File: src/rtl/ctrl_pkg.sv
// ctrl_pkg: shared opcode map, ALU op codes, FSM states and shift-op flags for ctrl_pipe.
package ctrl_pkg;

    localparam logic [3:0] OP_ADD = 4'b0000;
    localparam logic [3:0] OP_SUB = 4'b0001;
    localparam logic [3:0] OP_AND = 4'b0010;
    localparam logic [3:0] OP_XOR = 4'b0011;
    localparam logic [3:0] OP_COM = 4'b0100;
    localparam logic [3:0] OP_MUL = 4'b0101;
    localparam logic [3:0] OP_SLL = 4'b0110;
    localparam logic [3:0] OP_SRL = 4'b0111;
    localparam logic [3:0] OP_NOP = 4'b1111;

    localparam logic [2:0] ALU_ADD = 3'b000;
    localparam logic [2:0] ALU_SUB = 3'b001;
    localparam logic [2:0] ALU_AND = 3'b010;
    localparam logic [2:0] ALU_XOR = 3'b011;
    localparam logic [2:0] ALU_COM = 3'b100;
    localparam logic [2:0] ALU_MUL = 3'b101;
    localparam logic [2:0] ALU_SLL = 3'b110;
    localparam logic [2:0] ALU_SRL = 3'b111;

    // Bit i set when ALU op i takes an immediate/shift-amount operand.
    localparam logic [7:0] SHIFT_OPS = 8'b1100_0000;

    typedef enum logic {
        IDLE = 1'b0,
        MUL  = 1'b1
    } state_t;

endpackage

File: src/rtl/ctrl_decode.sv
// ctrl_decode: combinational opcode decoder.
//   op         in   opcode; op[2:0] is the ALU op field, op[OP_W-1] selects the NOP/illegal space
//   wen        out  single-cycle register write (MUL writes back later, so 0 here)
//   alusrc     out  immediate/shift-amount operand
//   aluop      out  ALU operation, zero for NOP/illegal
//   is_mul     out  multi-cycle multiply
//   is_illegal out  1xxx opcode other than NOP
module ctrl_decode
    import ctrl_pkg::*;
#(
    parameter int OP_W    = 4,
    parameter int ALUOP_W = 3
) (
    input  logic [OP_W-1:0]    op,
    output logic               wen,
    output logic               alusrc,
    output logic [ALUOP_W-1:0] aluop,
    output logic               is_mul,
    output logic               is_illegal
);

    logic ext;

    always_comb begin
        ext        = op[OP_W-1];
        is_mul     = op == OP_W'(OP_MUL);
        is_illegal = ext && op != OP_W'(OP_NOP);
        wen        = !ext && !is_mul;
        alusrc     = !ext && SHIFT_OPS[op[2:0]];
        aluop      = ext ? '0 : ALUOP_W'(op[2:0]);
    end

endmodule

File: src/rtl/ctrl_pipe.sv
// ctrl_pipe: registered, handshaked control decoder with multi-cycle MUL sequencing and flush.
//   clk, rst_n         core clock, asynchronous active-low reset
//   in_valid/in_ready  opcode handshake from ID; in_op opcode, in_rd destination register
//   flush              synchronous kill of in-flight work, beats accept
//   ex_valid           EX control valid; aluop/alusrc ALU control
//   wen/wb_rd          register-file write enable and address
//   trap/trap_clr      sticky illegal-opcode flag and its clear (only with CTRL_ILLEGAL_TRAP_EN)
module ctrl_pipe
    import ctrl_pkg::*;
#(
    parameter int OP_W       = 4,
    parameter int ALUOP_W    = 3,
    parameter int RA_W       = 4,
    parameter int MUL_CYCLES = 3
) (
    input  logic               clk,
    input  logic               rst_n,
    input  logic               in_valid,
    output logic               in_ready,
    input  logic [OP_W-1:0]    in_op,
    input  logic [RA_W-1:0]    in_rd,
    input  logic               flush,
    output logic               ex_valid,
    output logic [ALUOP_W-1:0] aluop,
    output logic               alusrc,
    output logic               wen,
    output logic [RA_W-1:0]    wb_rd
`ifdef CTRL_ILLEGAL_TRAP_EN
    ,
    output logic               trap,
    input  logic               trap_clr
`endif
);

    localparam int CNT_W = 4;

    state_t             state;
    logic [CNT_W-1:0]   cnt;
    logic               accept;
    logic               dec_wen;
    logic               dec_alusrc;
    logic [ALUOP_W-1:0] dec_aluop;
    logic               dec_is_mul;
    logic               dec_is_illegal;

    ctrl_decode #(.OP_W(OP_W), .ALUOP_W(ALUOP_W)) u_decode (
        .op         (in_op),
        .wen        (dec_wen),
        .alusrc     (dec_alusrc),
        .aluop      (dec_aluop),
        .is_mul     (dec_is_mul),
        .is_illegal (dec_is_illegal)
    );

`ifdef CTRL_ILLEGAL_TRAP_EN
    always_ff @(posedge clk or negedge rst_n)
        if (!rst_n)
            trap <= 1'b0;
        else if (accept && dec_is_illegal)
            trap <= 1'b1;
        else if (trap_clr)
            trap <= 1'b0;

    assign in_ready = rst_n && state == IDLE && !flush && !trap;
`else
    assign in_ready = rst_n && state == IDLE && !flush;
`endif

    assign accept = in_valid && in_ready;

    // The write-back is registered on the edge where cnt==1, so the wen cycle
    // already sees IDLE and can accept the next opcode at full rate.
    always_ff @(posedge clk or negedge rst_n)
        if (!rst_n) begin
            state    <= IDLE;
            cnt      <= '0;
            ex_valid <= 1'b0;
            aluop    <= '0;
            alusrc   <= 1'b0;
            wen      <= 1'b0;
            wb_rd    <= '0;
        end else if (flush) begin
            state    <= IDLE;
            cnt      <= '0;
            ex_valid <= 1'b0;
            wen      <= 1'b0;
        end else if (state == MUL) begin
            ex_valid <= 1'b0;
            cnt      <= cnt - 1'b1;
            wen      <= cnt == CNT_W'(1);
            state    <= cnt == CNT_W'(1) ? IDLE : MUL;
        end else if (accept) begin
            ex_valid <= dec_wen || dec_is_mul;
            aluop    <= dec_aluop;
            alusrc   <= dec_alusrc;
            wen      <= dec_wen;
            wb_rd    <= (dec_wen || dec_is_mul) ? in_rd : '0;
            state    <= dec_is_mul ? MUL : IDLE;
            cnt      <= dec_is_mul ? CNT_W'(MUL_CYCLES - 1) : '0;
        end else begin
            ex_valid <= 1'b0;
            wen      <= 1'b0;
        end

endmodule

File: config.mk
export PLATFORM = sky130hd
export DESIGN_NAME = ctrl_pipe
export DESIGN_NICKNAME = d
export VERILOG_FILES = /design/src/rtl/ctrl_pkg.sv /design/src/rtl/ctrl_decode.sv /design/src/rtl/ctrl_pipe.sv
export SDC_FILE = /design/constraint.sdc
export NUM_CORES = 1
export LEC_CHECK = 0
export BUFFER_PORTS_ARGS = -buffer_cell sky130_fd_sc_hd__buf_2
export CAP_MARGIN = 20
export CORE_ASPECT_RATIO = 1.75
export CORE_UTILIZATION = 30
export DETAILED_ROUTE_END_ITERATION = 10
export MAX_ROUTING_LAYER = met4
export PLACE_DENSITY = 0.57
export SYNTH_ARGS = -nofsm -noshare
export SYNTH_HDL_FRONTEND = slang
export SYNTH_SLANG_ARGS = --single-unit
File: constraint.sdc
create_clock -name clk -period 3.1 [get_ports clk]
set_input_delay 0.465 -clock clk [delete_from_list [all_inputs] [get_ports clk]]
set_output_delay 0.465 -clock clk [all_outputs]
set_load 0.005 [all_outputs]
# After elaboration in Yosys (flattened, before gate mapping)
# Memories as Yosys holds them, arrays and structs flattened.
# Index checks and enable logic that the tools add are counted.
# Widths: inputs -> output; s select.
dict set report op_classes {
  order_cmp 1
  n_bitwise 2
  muxes 18
  eq_ne 2
  n_addsub 1
  reduce_logical 11
}
# op n
set op_table {}
lappend op_table {{$mux 4} 4}
lappend op_table {{$mux 1} 12}
lappend op_table {{$logic_and 1x1->1} 5}
lappend op_table {{$eq 4x1->1 const B} 1}
lappend op_table {{$eq 4x3->1 const B} 1}
lappend op_table {{$lt 3x4->1 const B} 1}
lappend op_table {{$sub 4x1->4 const B} 1}
lappend op_table {{$logic_not 1->1} 3}
lappend op_table {{$mux 3} 1}
lappend op_table {{$reduce_and 3->1} 1}
lappend op_table {{$reduce_bool 3->1} 1}
lappend op_table {{$mux 2} 1}
lappend op_table {{$not 1->1} 2}
lappend op_table {{$logic_or 1x1->1} 1}
dict set report word_totals {
  register_bits 15
  memories 1
  in_bits 12
  out_inout_bits 11
  romBits 8
}
# name words word_bits rd rd_clocked_by_memory_dff write_ports line_no
set mem_list {}
lappend mem_list {{(name not given)} 8 1 1 0 0 ctrl_decode.sv:29} ;# alusrc = !ext && SHIFT_OPS[op[2:0]];

# Longest topological paths before layout
dict set report logic_depth {
  ltp_word 7
  ltp_mapped 5
}

# Modules after synthesis
# A second synthesis with hierarchy kept.
dict set report unflattened {
  hier_cells 80
  hier_area_um2 760.7
}
# module area_each_um2 cells_each seq_area_each_um2 n_inst
set by_module_without_submodules {}
lappend by_module_without_submodules {ctrl_pipe 708.2 71 375.4 1}
lappend by_module_without_submodules {ctrl_decode 52.6 9 0.0 1}

# Worst setup path after synthesis
# Ideal clock, no wire load.
dict set report synth_timing {
  path_type {input-to-reg}
  start {input port flush}
  end {register aluop[2]}
  path_stages 4
  arrival_time_ns 1.182
  required_ns 2.975
  n_path_buf 2
  path_slack_ns 1.793
  cell_sequence {buf_6 -> nand4bb_4 -> buf_6 -> mux2_4}
}
dict set report synth_between {
  elab_chain_cells 4
  word_cells_on_any_way 5
  classes_between {1 x bitwise; 4 x reduce/logical}
}
# element line_no
set synth_rtl {}
lappend synth_rtl {{from (decl)} ctrl_pipe.sv:22} ;# input logic flush,
lappend synth_rtl {{$logic_not 1->1} ctrl_pipe.sv:66} ;# assign in_ready = rst_n && state == IDLE && !flush;
lappend synth_rtl {{$logic_and 1x1->1} ctrl_pipe.sv:66}
lappend synth_rtl {{$logic_and 1x1->1} ctrl_pipe.sv:69} ;# assign accept = in_valid && in_ready;
lappend synth_rtl {{$reduce_and 3->1 (no line) *} --}
lappend synth_rtl {{to (signal assigned)} ctrl_pipe.sv:94} ;# aluop <= dec_aluop;
lappend synth_rtl {{to (decl)} ctrl_pipe.sv:24} ;# output logic [ALUOP_W-1:0] aluop,
# Mark *: on every way between the ends. The rest lies on a longest branch, timed or not.
# A chain may end at the register's enable or synchronous reset.

# Final worst setup path
dict set report layout_timing {
  start {input port rst_n}
  end {output port in_ready}
}
dict set report layout_between {
  elab_chain_cells 2
}
# element line_no
set layout_rtl {}
lappend layout_rtl {{from (decl)} ctrl_pipe.sv:17} ;# input logic rst_n,
lappend layout_rtl {{$logic_and 1x1->1 (2 in series)} ctrl_pipe.sv:66}
lappend layout_rtl {{to (decl)} ctrl_pipe.sv:19} ;# output logic in_ready,
# Every way passes these cells.

==> impl_metrics.tcl <==
set metrics [dict create \
    status "finished, final reports clean" \
    path_delay_family "buffers and inverters" \
    worst_slew_pin_slew_ns 0.421 \
    ff2ff_setup_slack_ns 1.67 \
    cts-hold-fix-buffers 0 \
    cp.required_ns 2.63 \
    cp_cell_sequence "buf_2 -> nor3b_1 -> buf_2" \
    arrival_ns 1.18 \
    h-tree-depth 1 \
    placed_cell_area_sq_um 845 \
    io-pin-count 23 \
    cpMaxStageDelayCell "buf_2" \
    max_stage_delay_ns 0.35 \
    first_pass_iters 2 \
    core_sq_um 2300 \
    hold_class "in -> async" \
    synthToLayoutAreaGrowth_pct 21.1 \
    dieWidth_um 39.4 \
    antenna_found_initial 0 \
    path_depth 3 \
    crit_type "in -> out" \
    fin_crit_ns 1.65 \
    final_common_cell "buf_2" \
    final_cell_mix "buf_2, nand2_1, dfrtp_1" \
    fp.dieArea_sq_um 2660 \
    fin_area_sq_um 891 \
    cts.sinks 15 \
    fin_crit_sh_pct 53.2 \
    grt_overflow 0 \
    num_rows 23 \
    syn_nets 88 \
    finalSetupViolations 0 \
    grt_first_pass_wirelength_um 2320 \
    fin_tns_setup_ns 0 \
    clk_latency_ns 0.24 \
    viasPerCell 4.95 \
    synthTopCellsByArea "dfrtp_1, nand2_1, o21ai_0, nand4bb_4, ha_1" \
    rr_startpoint "state" \
    yosysWarnings 0 \
    drive_above_1_share_pct 30.2 \
    wl_um 1470 \
    synthesis.area_sq_um 736 \
    finalWeightedCongestion 0.747 \
    r2r_end "aluop[2]" \
    critical_path.startpoint_type "input port" \
    critical_path_buf_inv_count 2 \
    syn_area_per_cell_sq_um 9.94 \
    post-place-ws_ns 1.41 \
    synth_top_area_cell "dfrtp_1" \
    grt_start_max_net_pins 21 \
    setup_slack_ns 1.45 \
    p_per_area_nw_per_um2 489 \
    cts_buffers 3 \
    endpoint_kind "output port" \
    diodes 0 \
    wl_per_cell_um 12.2 \
    clkTransAtPathRegs_ns 0.06 \
    max_freq_ghz 0.606 \
    num_vias 599 \
    worstPathMaxFanout 19 \
    slew_headroom_pct 72.0 \
    initial_core_util_pct 32.0 \
    synth_top_cell_area_share_pct 51.0 \
    max-cap-violations 0 \
    rr_worst_depth 2 \
    netlist_instances 74 \
    drc 0 \
    drt_iter0_drc 9 \
    p_total_w 0.000436 \
    die_h_um 67.5 \
    dp_hpwl_um 1130 \
    p_leak_nw 0.442 \
    grt_usage_pct 13.0 \
    grt_pass1_vias 554 \
    cp_common_cell "buf_2" \
    utilization_pct 38.7 \
    ys_ff_latch 15 \
    port_buffers 22 \
    rsz0062_at_grt "false" \
    synth_cell_types 24 \
    cts_tree "built" \
    finalHoldViolCount 0 \
    finClkSkew_ns 0.00361 \
    post_cts.repair.setup_buffers 0 \
    finalMaxSlewViolations 0 \
    ir_drop_v 0.000212 \
    cts_root_buffer "clkbuf_8" \
    drtAntennaViolNets 0 \
    clock_path_buffers 2 \
    post_cts_resized 0 \
    ys_seq_area_share_pct 51.0 \
    fin_nets 111 \
]
-- metal layers --
layer | global-route usage, % | routed length (um) | vias to the layer above
met5 | - | 0 | -
met4 | 9.48 | 36 | 0
met3 | 1.97 | 76 | 4
met2 | 20.5 | 779 | 18
met1 | 14.1 | 579 | 285
li1 | - | - | 292
-- cell usage after synthesis --
library cell,instances
o22ai_1,1
inv_1,5
mux2i_1,1
dfrtp_1,15
o31ai_1,1
o21ai_0,8
a22oi_1,1
buf_6,2
nor4_1,1
nor2_1,5
xor2_1,1
a21oi_1,3
nand3_1,2
nand3b_1,1
nand4bb_4,1
buf_2,2
nor2b_1,1
nor3b_1,1
ha_1,2
and3_1,1
o31a_1,1
a221oi_2,1
mux2_4,1
nand2_1,16
-- state kept, by name, indices dropped and copies added (netlist names) --
register / flops
wb_rd: 4
wen: 1
ex_valid: 1
alusrc: 1
state: 1
cnt: 4
aluop: 3
-- through the flow --
step | hold WS [ns] | instances
6_report | 0.154 | 121
4_1_cts | 0.156 | 121
3_5_place_dp | 0.420 | 117
3_3_place_gp | 0.422 | 117
5_1_grt | 0.178 | 121
2_1_floorplan | 0.169 | 74
-- power breakdown --
| part | total, W | switching (W) | internal, W |
|---|---|---|---|
| Sequential | 0.000221 | 0.00000889 | 0.000212 |
| Clock | 0.000153 | 0.0000647 | 0.0000888 |
| Combinational | 0.0000613 | 0.0000316 | 0.0000297 |
| Total | 0.000436 | 0.000105 | 0.000331 |
-- worst max path at each step --
stage	from	endpoint	slack, ns
after floorplan	flush	aluop[2]	1.79
after global placement	rst_n	aluop[2]	1.43
after detailed placement	rst_n	aluop[2]	1.41
after CTS	rst_n	in_ready	1.42
after global routing	rst_n	in_ready	1.35
final	rst_n	in_ready	1.45
-- cells by family (layout without fill, tap and decap cells) --
kind of cell	after synthesis	after routing	share of synthesized area (%)
xor+xnor	1	1	1.19
compound gates	16	16	13.6
buf+inv	9	31	6.97
mux	2	2	3.40
flops	15	15	51.0
simple gates	29	29	20.4
fa+ha+maj	2	2	3.40
-- cell type report --
cell class | count | area (sq um)
inverter | 5 | 18.8
multi-input combinational | 50 | 309
fill | 266 | 1410
tap | 25 | 31.3
sequential | 15 | 375
timing repair buffer | 22 | 110
clock inverter | 1 | 5.00
clock buffer | 3 | 41.3
No activity file was read; power rests on OpenSTA's default activity.
